File: config.mk
export PLATFORM = sky130hd
export DESIGN_NAME = nco
export DESIGN_NICKNAME = d
export VERILOG_FILES = /design/src/rtl/nco.sv
export SDC_FILE = /design/constraint.sdc
export NUM_CORES = 1
export LEC_CHECK = 0
export ABC_AREA = 1
export CORE_UTILIZATION = 61
export DETAILED_ROUTE_END_ITERATION = 8
export PLACE_DENSITY_LB_ADDON = 0.2
export SLEW_MARGIN = 20
export SYNTH_ARGS = -nofsm -noshare
export SYNTH_HDL_FRONTEND = slang
export SYNTH_SLANG_ARGS = --single-unit
File: constraint.sdc
create_clock -name clk_i -period 7.55 [get_ports clk_i]
set_input_delay 1.51 -clock clk_i [delete_from_list [all_inputs] [get_ports clk_i]]
set_output_delay 1.51 -clock clk_i [all_outputs]
set_load 0.02 [all_outputs]
File: src/rtl/nco.sv
// Numerically controlled oscillator with an IOb-native CSR slave.
// Output period is PERIOD_INT + PERIOD_FRAC/2^32 cycles of clk_i.
module nco #(
  parameter int DATA_W = 32,
  parameter int ADDR_W = 4
) (
  input  logic                clk_i,
  input  logic                arst_i,
  input  logic                cke_i,
  input  logic                iob_csrs_iob_valid_i,
  input  logic [ADDR_W-3:0]   iob_csrs_iob_addr_i,
  input  logic [DATA_W-1:0]   iob_csrs_iob_wdata_i,
  input  logic [DATA_W/8-1:0] iob_csrs_iob_wstrb_i,
  output logic [DATA_W-1:0]   iob_csrs_iob_rdata_o,
  output logic                iob_csrs_iob_ready_o,
  output logic                iob_csrs_iob_rvalid_o,
  input  logic                iob_csrs_iob_rready_i,
  output logic                clk_out_o
);

  localparam logic [ADDR_W-3:0] A_SRST = (ADDR_W-2)'(0);
  localparam logic [ADDR_W-3:0] A_EN   = (ADDR_W-2)'(1);
  localparam logic [ADDR_W-3:0] A_INT  = (ADDR_W-2)'(2);
  localparam logic [ADDR_W-3:0] A_FRAC = (ADDR_W-2)'(3);

  logic              soft_reset;
  logic              enable;
  logic [DATA_W-1:0] period_int;
  logic [DATA_W-1:0] period_frac;
  logic [DATA_W-1:0] rd_val;
  logic              wr;
  logic              rd;

  logic [DATA_W:0]   cnt;
  logic [DATA_W:0]   n_sh;
  logic [DATA_W:0]   n_cur;
  logic [DATA_W:0]   sum;
  logic [DATA_W-1:0] acc;
  logic              carry;
  logic              halt;
  logic              degen;
  logic              wrap;

  function automatic logic [DATA_W-1:0] merge(
    input logic [DATA_W-1:0]   old,
    input logic [DATA_W-1:0]   d,
    input logic [DATA_W/8-1:0] s
  );
    merge = old;
    for (int b = 0; b < DATA_W/8; b++)
      if (s[b]) merge[8*b +: 8] = d[8*b +: 8];
  endfunction

  assign iob_csrs_iob_ready_o = 1'b1;
  assign wr = iob_csrs_iob_valid_i & (|iob_csrs_iob_wstrb_i);
  assign rd = iob_csrs_iob_valid_i & ~(|iob_csrs_iob_wstrb_i);

  always_comb begin
    rd_val = '0;
    case (iob_csrs_iob_addr_i)
      A_SRST:  rd_val[0] = soft_reset;
      A_EN:    rd_val[0] = enable;
      A_INT:   rd_val    = period_int;
      A_FRAC:  rd_val    = period_frac;
      default: rd_val    = '0;
    endcase
  end

  always_ff @(posedge clk_i or posedge arst_i) begin
    if (arst_i) begin
      soft_reset            <= 1'b0;
      enable                <= 1'b0;
      period_int            <= '0;
      period_frac           <= '0;
      iob_csrs_iob_rvalid_o <= 1'b0;
      iob_csrs_iob_rdata_o  <= '0;
    end else if (cke_i) begin
      if (wr) begin
        case (iob_csrs_iob_addr_i)
          A_SRST: if (iob_csrs_iob_wstrb_i[0])
                    soft_reset <= iob_csrs_iob_wdata_i[0];
          A_EN:   if (iob_csrs_iob_wstrb_i[0])
                    enable <= iob_csrs_iob_wdata_i[0];
          A_INT:  period_int <= merge(period_int,
                    iob_csrs_iob_wdata_i, iob_csrs_iob_wstrb_i);
          A_FRAC: period_frac <= merge(period_frac,
                    iob_csrs_iob_wdata_i, iob_csrs_iob_wstrb_i);
          default: ;
        endcase
      end
      if (rd) begin
        iob_csrs_iob_rvalid_o <= 1'b1;
        iob_csrs_iob_rdata_o  <= rd_val;
      end else if (iob_csrs_iob_rready_i) begin
        iob_csrs_iob_rvalid_o <= 1'b0;
      end
    end
  end

  // At phase 0 the period is taken live from the CSR; later from the shadow.
  assign n_cur = (cnt == '0)
               ? {1'b0, period_int} + {{DATA_W{1'b0}}, carry}
               : n_sh;
  assign sum   = {1'b0, acc} + {1'b0, period_frac};
  assign halt  = ~enable | soft_reset;
  assign degen = n_cur < (DATA_W+1)'(2);
  assign wrap  = degen | (cnt == n_cur - (DATA_W+1)'(1));

  always_ff @(posedge clk_i or posedge arst_i) begin
    if (arst_i) begin
      cnt       <= '0;
      n_sh      <= '0;
      acc       <= '0;
      carry     <= 1'b0;
      clk_out_o <= 1'b0;
    end else if (cke_i) begin
      if (halt) begin
        cnt       <= '0;
        n_sh      <= '0;
        acc       <= '0;
        carry     <= 1'b0;
        clk_out_o <= 1'b0;
      end else begin
        if (cnt == '0) n_sh <= n_cur;
        clk_out_o <= cnt < (n_cur >> 1);
        if (wrap) begin
          cnt          <= '0;
          {carry, acc} <= sum;
        end else begin
          cnt <= cnt + (DATA_W+1)'(1);
        end
      end
    end
  end

endmodule

==> results.md, run 1 <==
* Total power at 3940 µW
* Gates resized, CTS repair at 0
* Tcrit/Tclk final at 69.8%
* Max transition margin at 22.6%
* GRT Overall Usage at 36.4%
* Initial Util at 62.1%
* Chip width at 154 µm
* Largest net degree at the start of global routing at 75
* Worst-path clk slew at 80 ps
* Fin Setup TNS at 0 ps
* Syn_nets at 2182
* Post-synthesis register bit count at 199
* Clock latency on the worst-skew pair at 460 ps
* Worst Setup Start Kind: flop
* Placer Congestion at 1.02
* Io pins at 78
* Critical Path Start: cnt[1]
* Layout cells sized above 1 at 5.59%
* N_diodes at 0
* CP max-delay cell: nand2_2
* RSZ-0062 raised after global routing: no
* Post-CTS Setup Bufs at 0
* CP max FO at 33
* Vias at 14000
* Total grt overflow at 0
* WL per Instance at 17.2 µm
* Final Hold Viols at 0
* Area growth from synthesis to layout at 11.1%
* Initial antenna violation count at 0
* Largest area contributor in the netlist: dfrtp_1
* ANT nets after route at 0
* Synth Warn # at 0
* Ranking of synthesized cells by area: dfrtp_1 (35%), nand2_1 (19%), inv_1 (6.3%)
* Die height at 154 µm
* Leakage at 0.00781 µW
* Cell area after synthesis at 0.0141 mm²
* Status: completed
* Synth async-reset ratio at 100%
* CTS Buffer Depth at 2
* Sequential share of the synthesized area at 35.4%
* Final net count at 2237
* Detailed Route WL at 41900 µm
* IR drop worst, VDD at 0.000140 V
* Pre-antenna DRT Iters at 5
* Drt drc at 0
* Post-synth top area share at 35.4%
* CP most frequent cell: nand2_1
* PortBufs at 76
* Clock sink total at 199
* Setup Skew at 14.5 ps
* Cells after DPL at 2399
* Netlist cell types at 50
* Number of global-route vias before repair at 13100
* Die ar. at 0.0237 mm²
* Clk root buf: clkbuf_16
* Final Util at 69.0%
* Synthesized area per cell at 6.77 µm²
* Actual slew at the worst max-slew pin at 1150 ps
* Min Clock Period, post-route at 5270 ps
* Max stage delay on crit path at 650 ps
* Critical path class: flop to flop
* Peak Freq at 0.190 GHz
* HPWL Detailed at 31200 µm
* Finished Layout Cells at 2431
* Max Slew Vio Count at 0
* Post-Synthesis Cells at 2078
* Primary FF master, synth: dfrtp_1
* DR iter-0 viols at 1260
* Worst Setup End Kind: flop
* Inserted Clock Buffers at 17
* RR Startpoint: cnt[1]
* Global-route wire length before repair at 67700 µm
* Required @ worst endpoint at 7890 ps
* Drt via density at 5.74
* H-tree Lvls at 4
* Hold_sp: iob_csrs_iob_rdata_o[24]
* Worst EP arrival at 5610 ps
* Row cnt at 55
* CTS Hold Bufs at 0
* P per Cell Area at 252 mW/mm²
* Worst Hold Class: flop to flop
* # setup viols final at 0
* Maxcap violations at 0
* CTS tree: done
* Area of the core at 0.0226 mm²
* Post-synth EDFFs at 0
[critical path: cells and delay by family, from the launching register on]
kind | cells | cell delay [ps]
simple gates | 22 | 4020
fa+ha+maj | 2 | 470
flops | 1 | 430
buf+inv | 2 | 190
[power breakdown]
group | switching (µW) | internal [µW] | leakage, µW
Combinational | 1080 | 529 | 0.00490
Clock | 481 | 492 | 0.000296
Sequential | 132 | 1230 | 0.00262
Total | 1690 | 2250 | 0.00781
[sequential cells by signal, indices dropped and copies added (netlist names)]
name	count
cnt	33
n_sh	33
acc	32
iob_csrs_iob_rdata_o	32
period_frac	32
period_int	32
carry	1
clk_out_o	1
enable	1
iob_csrs_iob_rvalid_o	1
soft_reset	1
[stage by stage]
| stage | setup WS, ps | hold WS, ps | cell area (µm²) |
|---|---|---|---|
| after floorplan | 614 | 446 | 14100 |
| after global placement | 2620 | 460 | 15000 |
| after detailed placement | 2420 | 464 | 15000 |
| after CTS | 2410 | 484 | 15600 |
| after global routing | 1760 | 497 | 15600 |
| final | 2280 | 481 | 15600 |
[cells in the final DEF (no fill, tap or decap), types with 3 or more instances in the layout]
master and count:
dfrtp_1 199, nand2_2 21, or2_2 3, nor3_1 23, o22ai_1 58, nand3_1 133, a21oi_1 91, nand3_2 3
nor2_1 186, clkbuf_16 17, inv_8 5, nor4_1 9, inv_1 233, nand2_1 705, nand4_1 22, o221ai_1 3
o21ai_0 120, nand3b_1 4, inv_2 10, ha_1 60, clkinv_1 3, xnor2_1 10, nor2_4 6, clkdlybuf4s50_1 75
o21bai_1 5, o21ai_1 3, xor2_1 57, buf_4 15, o21a_1 4, clkinv_8 3, a21boi_0 4, a21o_1 3
nor2_2 18
[metal layers]
| layer | vias to the layer above | track usage (%) | part of all wire (%) |
|---|---|---|---|
| met5 | - | 0 | 0 |
| met4 | 0 | 11.2 | 2.3 |
| met3 | 75 | 6.71 | 8.4 |
| met2 | 608 | 56.8 | 45 |
| met1 | 6486 | 51.3 | 45 |
| li1 | 6793 | - | - |
[synthesized netlist by cell type (all sizes together), types with 9 or more instances]
library cell,n
nand4,22
nor2,211
o22ai,58
clkbuf,33
inv,245
nand2,726
dfrtp,199
xor2,57
o21ai,125
nand3,136
buf,22
nor3,24
ha,60
nor4,9
xnor2,10
a21oi,92
[cell families after synthesis]
| kind of cell | Yosys count | synth area share (%) |
|---|---|---|
| flops | 199 | 35.4 |
| buf+inv | 302 | 8.66 |
| simple gates | 1137 | 33.8 |
| compound gates | 311 | 12.5 |
| other cells | 1 | 0.0267 |
| fa+ha+maj | 61 | 5.48 |
| xor+xnor | 67 | 4.17 |
[worst paths after layout]
path | endpoint | slack [ps] | cells after the start
min | iob_csrs_iob_rdata_o[24] | 480 | 2
max reg2reg | acc[8] | 2280 | 26
max in group asynchronous | period_int[28] | 4750 | 3
max | acc[8] | 2280 | 26
min reg2reg | iob_csrs_iob_rdata_o[24] | 480 | 2
min in group asynchronous | cnt[27] | 1520 | 2
[layout make-up]
| class | count | area, µm² |
|---|---|---|
| fill | 1968 | 7010 |
| timing repair buffer | 91 | 868 |
| multi-input combinational | 1577 | 7880 |
| inverter | 247 | 935 |
| sequential | 199 | 4980 |
| clock buffer | 19 | 453 |
| clock inverter | 13 | 161 |
| tap | 285 | 357 |
(Power assumes the default switching activity.)
==> run 2, diff against run 1 <==
clock period = 5.2 ns   (was 7.55 ns; I/O delays follow)
==> run 2 against run 1 <==
Flip-flop and latch count did not move. Worst setup slack lost 1800 ps. Sequential power grew 46%. Hold slack better by 1.3 ps. Fmax grew 13%.
==> results.md, run 2 (same netlist as run 1, synthesis figures left out) <==
* Status: completed
* Setup Skew at 17.1 ps
* Pre-CTS setup slack at 745 ps
* Chip width at 154 µm
* HPWL Detailed at 31700 µm
* Row cnt at 55
* Biggest regs: cnt (33), n_sh (33)
* Peak Freq at 0.214 GHz
* Max Slew Vio Count at 0
* Detailed Route WL at 42200 µm
* # setup viols final at 0
* Vias at 14100
* Gates resized, CTS repair at 0
* Clk root buf: clkbuf_16
* DR iter-0 viols at 1491
* Final Hold Viols at 0
* Area growth from synthesis to layout at 11.6%
* Final setup margin at 522 ps
* Layout cells sized above 1 at 5.94%
* Leakage at 0.00785 µW
* Hold_sp: iob_csrs_iob_rdata_o[25]
* CP max FO at 20
* Area of the multi-input gates at 0.00787 mm²
* Worst Setup Start Kind: flop
* WP buf/inv at 3
* CP max-delay cell: dfrtp_1
* Initial antenna violation count at 1
* Min-Delay Path Depth at 2
* Total grt overflow at 0
* Cell count of the worst reg-to-reg path at 23
* Worst r2r dst: acc[14]
* Worst-path cell chain: inv_1, ha_1, nand2_1, nor2_1, nand2_1, nor2_1, nand2_1, nand2_1, nand2_1, inv_1, nand2_1, nor2_1, nand2_1, nor2_2, nand3_1, nand3_1, nand2_1, nor3_1, nand3_1, nand2_2, buf_4, nand3_1, nand2_1
* Number of global-route vias before repair at 13200
* Die height at 154 µm
* Commonest non-fill, non-tap cell in the layout: nand2_1
* Maxcap violations at 0
* Reg2Reg Setup Slack at 520 ps
* Non-Filler Cell Area, Final at 0.0157 mm²
* Worst Setup End Kind: flop
* Post-CTS Setup Bufs at 0
* CTS Buffer Depth at 2
* N_diodes at 0
* Largest net degree at the start of global routing at 160
* Placer Congestion at 1.02
* Clock sink total at 199
* Clock latency on the worst-skew pair at 450 ps
* CP most frequent cell: nand2_1
* CTS tree: done
* Final net count at 2245
* ANT nets after route at 0
* IR drop worst, VDD at 0.000233 V
* PortBufs at 76
* CTS Hold Bufs at 0
* Actual slew at the worst max-slew pin at 1140 ps
* Io pins at 78
* RR Startpoint: cnt[1]
* GRT Overall Usage at 37.1%
* Worst-path clk slew at 80 ps
* Die ar. at 0.0237 mm²
* Storage cell area at 0.00498 mm²
* Worst EP arrival at 5060 ps
* Critical path class: flop to flop
* Global-route wire length before repair at 69100 µm
* Tcrit/Tclk final at 90.0%
* WL per Instance at 17.3 µm
* Worst Hold Class: flop to flop
* Highest-count cells in the layout ignoring fill and taps: nand2_1 (704), inv_1 (233), dfrtp_1 (199)
* Max stage delay on crit path at 440 ps
* Inserted Clock Buffers at 17
* Min Clock Period, post-route at 4680 ps
* Dpl cell area at 0.0151 mm²
* Initial Util at 62.1%
* Filler Cells Inserted at 1951
* CP delay by family, top: simple AND/OR/NAND/NOR gates
* RSZ-0062 raised after global routing: no
* Drt via density at 5.77
* H-tree Lvls at 4
* Hold path endpoint: iob_csrs_iob_rdata_o[25]
* P per Cell Area at 364 mW/mm²
* Fin Setup TNS at 0 ps
* Drt drc at 0
* Required @ worst endpoint at 5580 ps
* Max transition margin at 23.1%
* Area of the core at 0.0226 mm²
* Pre-antenna DRT Iters at 6
==> run 2: final cells by class <==
type	instances	share of cell area, %
Multi-Input combinational cell	1577	50.2
Sequential cell	199	31.7
Timing Repair Buffer	99	6.08
Inverter	247	5.93
Clock buffer	17	2.71
Tap cell	285	2.27
Clock inverter	15	1.11
==> run 2: routing by layer <==
metal,vias up,wire [µm],share of wire (%),GRT usage (%)
li1,6826,-,-,-
met1,6600,19500,46,54.3
met2,580,18500,44,57.0
met3,60,3300,7.8,5.50
met4,2,900,2.1,10.5
met5,-,11,0.026,0
==> run 2: worst max path at each step <==
stage | start | to | slack (ps) | cells after the start
global route | cnt[0] | acc[15] | 150 | 27
detailed placement | cnt[1] | acc[1] | 740 | 25
floorplan | arst_i | acc[0] | 1590 | 1
CTS | cnt[1] | acc[14] | 700 | 23
global placement | cnt[1] | acc[0] | 810 | 23
finish | cnt[1] | acc[14] | 520 | 23
==> run 2: stage by stage <==
step	util [%]	std cells	power, µW	hold slack [ps]
2_1_floorplan	-	2078	3650	446
3_3_place_gp	66.7	2407	4260	458
3_5_place_dp	66.7	2407	4300	464
4_1_cts	69.3	2439	5660	486
5_1_grt	69.3	2439	6070	511
6_report	69.3	2439	5710	482
==> run 2: power by group <==
group / leakage (µW) / internal [µW] / total, µW / switching [µW]
sequential: 0.00262 / 1780 / 1980 / 201
clock: 0.000291 / 656 / 1370 / 715
combinational: 0.00494 / 781 / 2360 / 1570
total: 0.00785 / 3220 / 5710 / 2490
==> run 2: worst min-delay path: cells and delay by family (launching register included) <==
kind,cells,cell delay [ps]
simple gates,2,100
flops,1,350
==> run 3, diff against run 2 <==
CORE_MARGIN = 2   (was unset)
==> run 3 against run 2 <==
Sequential share of layout area barely moved. Via count rose by 0.20%. Hold slack barely moved. Fmax rose by 3.2%. Critical path type unchanged.
==> results.md, run 3 (same netlist as run 1, synthesis figures left out) <==
* Clock sink total at 199
* Actual slew at the worst max-slew pin at 1140 ps
* WL per Instance at 17.5 µm
* Initial antenna violation count at 0
* Io pins at 78
* Leakage at 0.00785 µW
* Setup Skew at 17.8 ps
* Pre-antenna DRT Iters at 6
* Area of the core at 0.0226 mm²
* CP delay by family, top: simple AND/OR/NAND/NOR gates
* Final net count at 2241
* Layout cells sized above 1 at 5.81%
* Clock latency on the worst-skew pair at 460 ps
* Drt via density at 5.79
* Worst Hold Class: flop to flop
* Min Clock Period, post-route at 4530 ps
* Pre-CTS setup slack at 723 ps
* Gates resized, CTS repair at 0
* Highest-count cells in the layout ignoring fill and taps: nand2_1 (704), inv_1 (234), dfrtp_1 (199)
* CTS tree: done
* GRT Overall Usage at 35.9%
* ANT nets after route at 0
* Total power at 5770 µW
* IR drop worst, VDD at 0.000238 V
* Area of the multi-input gates at 0.00788 mm²
* Critical path class: flop to flop
* Fin Setup TNS at 0 ps
* Dpl cell area at 0.0151 mm²
* CTS Hold Bufs at 0
* HPWL Detailed at 32100 µm
* Post-CTS Setup Bufs at 0
* Inserted Clock Buffers at 17
* Total grt overflow at 0
* Peak Freq at 0.221 GHz
* Max transition margin at 23.9%
* Row cnt at 55
* Global-route wire length before repair at 68700 µm
* Max stage delay on crit path at 440 ps
* Maxcap violations at 0
* Chip width at 156 µm
* Largest net degree at the start of global routing at 105
* Number of global-route vias before repair at 13100
* CP max FO at 33
* Initial Util at 62.1%
* WP buf/inv at 2
* Worst EP arrival at 4880 ps
* CTS Buffer Depth at 2
* Detailed Route WL at 42600 µm
* Biggest regs: cnt (33), n_sh (33)
* Final Util at 69.3%
* N_diodes at 0
* CP max-delay cell: dfrtp_1
* Commonest non-fill, non-tap cell in the layout: nand2_1
* Worst Setup Start Kind: flop
* Clock power share at 24.7%
* P per Cell Area at 368 mW/mm²
* Max Slew Vio Count at 0
* Die ar. at 0.0243 mm²
* Comb pwr share at 40.8%
* H-tree Lvls at 4
* Final setup margin at 667 ps
* Internal Pwr Total at 3260 µW
* Worst Setup End Kind: flop
* Switching Fraction at 43.5%
* Final Hold Viols at 0
* Storage cell area at 0.00498 mm²
* Worst-path clk slew at 90 ps
* RSZ-0062 raised after global routing: no
* Tcrit/Tclk final at 87.2%
* # setup viols final at 0
* Die height at 156 µm
* Filler Cells Inserted at 1971
* CP most frequent cell: nand2_1
* Flop pwr share at 34.4%
* Non-Filler Cell Area, Final at 0.0157 mm²
* Required @ worst endpoint at 5540 ps
* Vias at 14100
* Clk root buf: clkbuf_16
* Area growth from synthesis to layout at 11.5%
* DR iter-0 viols at 1544
* Placer Congestion at 0.975
* Status: completed
* Switching power at 2510 µW
* Drt drc at 0
* PortBufs at 76
run 3: final cells by class:
class,instances,area share [%]
clock buffer,17,2.71
multi-input combinational,1577,50.2
sequential,199,31.7
timing repair buffer,95,5.81
tap,285,2.27
clock inverter,15,1.31
inverter,247,5.93
run 3: worst paths after layout:
kind                                       endpoint  depth (start not counted)  slack [ps]                      from
min                        iob_csrs_iob_rdata_o[31]                          2         480  iob_csrs_iob_rdata_o[31]
max in group asynchronous  iob_csrs_iob_rdata_o[29]                          3        3240                    arst_i
max reg2reg                                 acc[29]                         26         670                    cnt[1]
min in group asynchronous                   cnt[31]                          2         890                    arst_i
max                                         acc[29]                         26         670                    cnt[1]
min reg2reg                iob_csrs_iob_rdata_o[31]                          2         480  iob_csrs_iob_rdata_o[31]
run 3: per-layer routing:
layer / share of wire, % / global-route usage [%]
met5: 0 / 0
met4: 2.2 / 10.6
met3: 7.5 / 4.44
met2: 45 / 55.8
met1: 46 / 53.0
run 3: stage by stage:
| stage | cells | hold slack [ps] |
|---|---|---|
| floorplan | 2078 | 446 |
| global placement | 2403 | 461 |
| detailed placement | 2403 | 464 |
| CTS | 2435 | 485 |
| global route | 2435 | 504 |
| finish | 2435 | 482 |
run 3: worst min-delay path, cell delays in order, from the launching register on:
cell and delay, ps:
dfrtp_1 350, nand2_1 50, nand2_1 50
run 3: power groups by stage:
stage | Clock [µW] | Combinational [µW] | Sequential (µW)
floorplan | 0 | 1660 | 1990
detailed placement | 0 | 2300 | 2000
CTS | 1440 | 2320 | 1980
global placement | 0 | 2260 | 2000
global route | 1490 | 2630 | 2010
finish | 1430 | 2360 | 1990
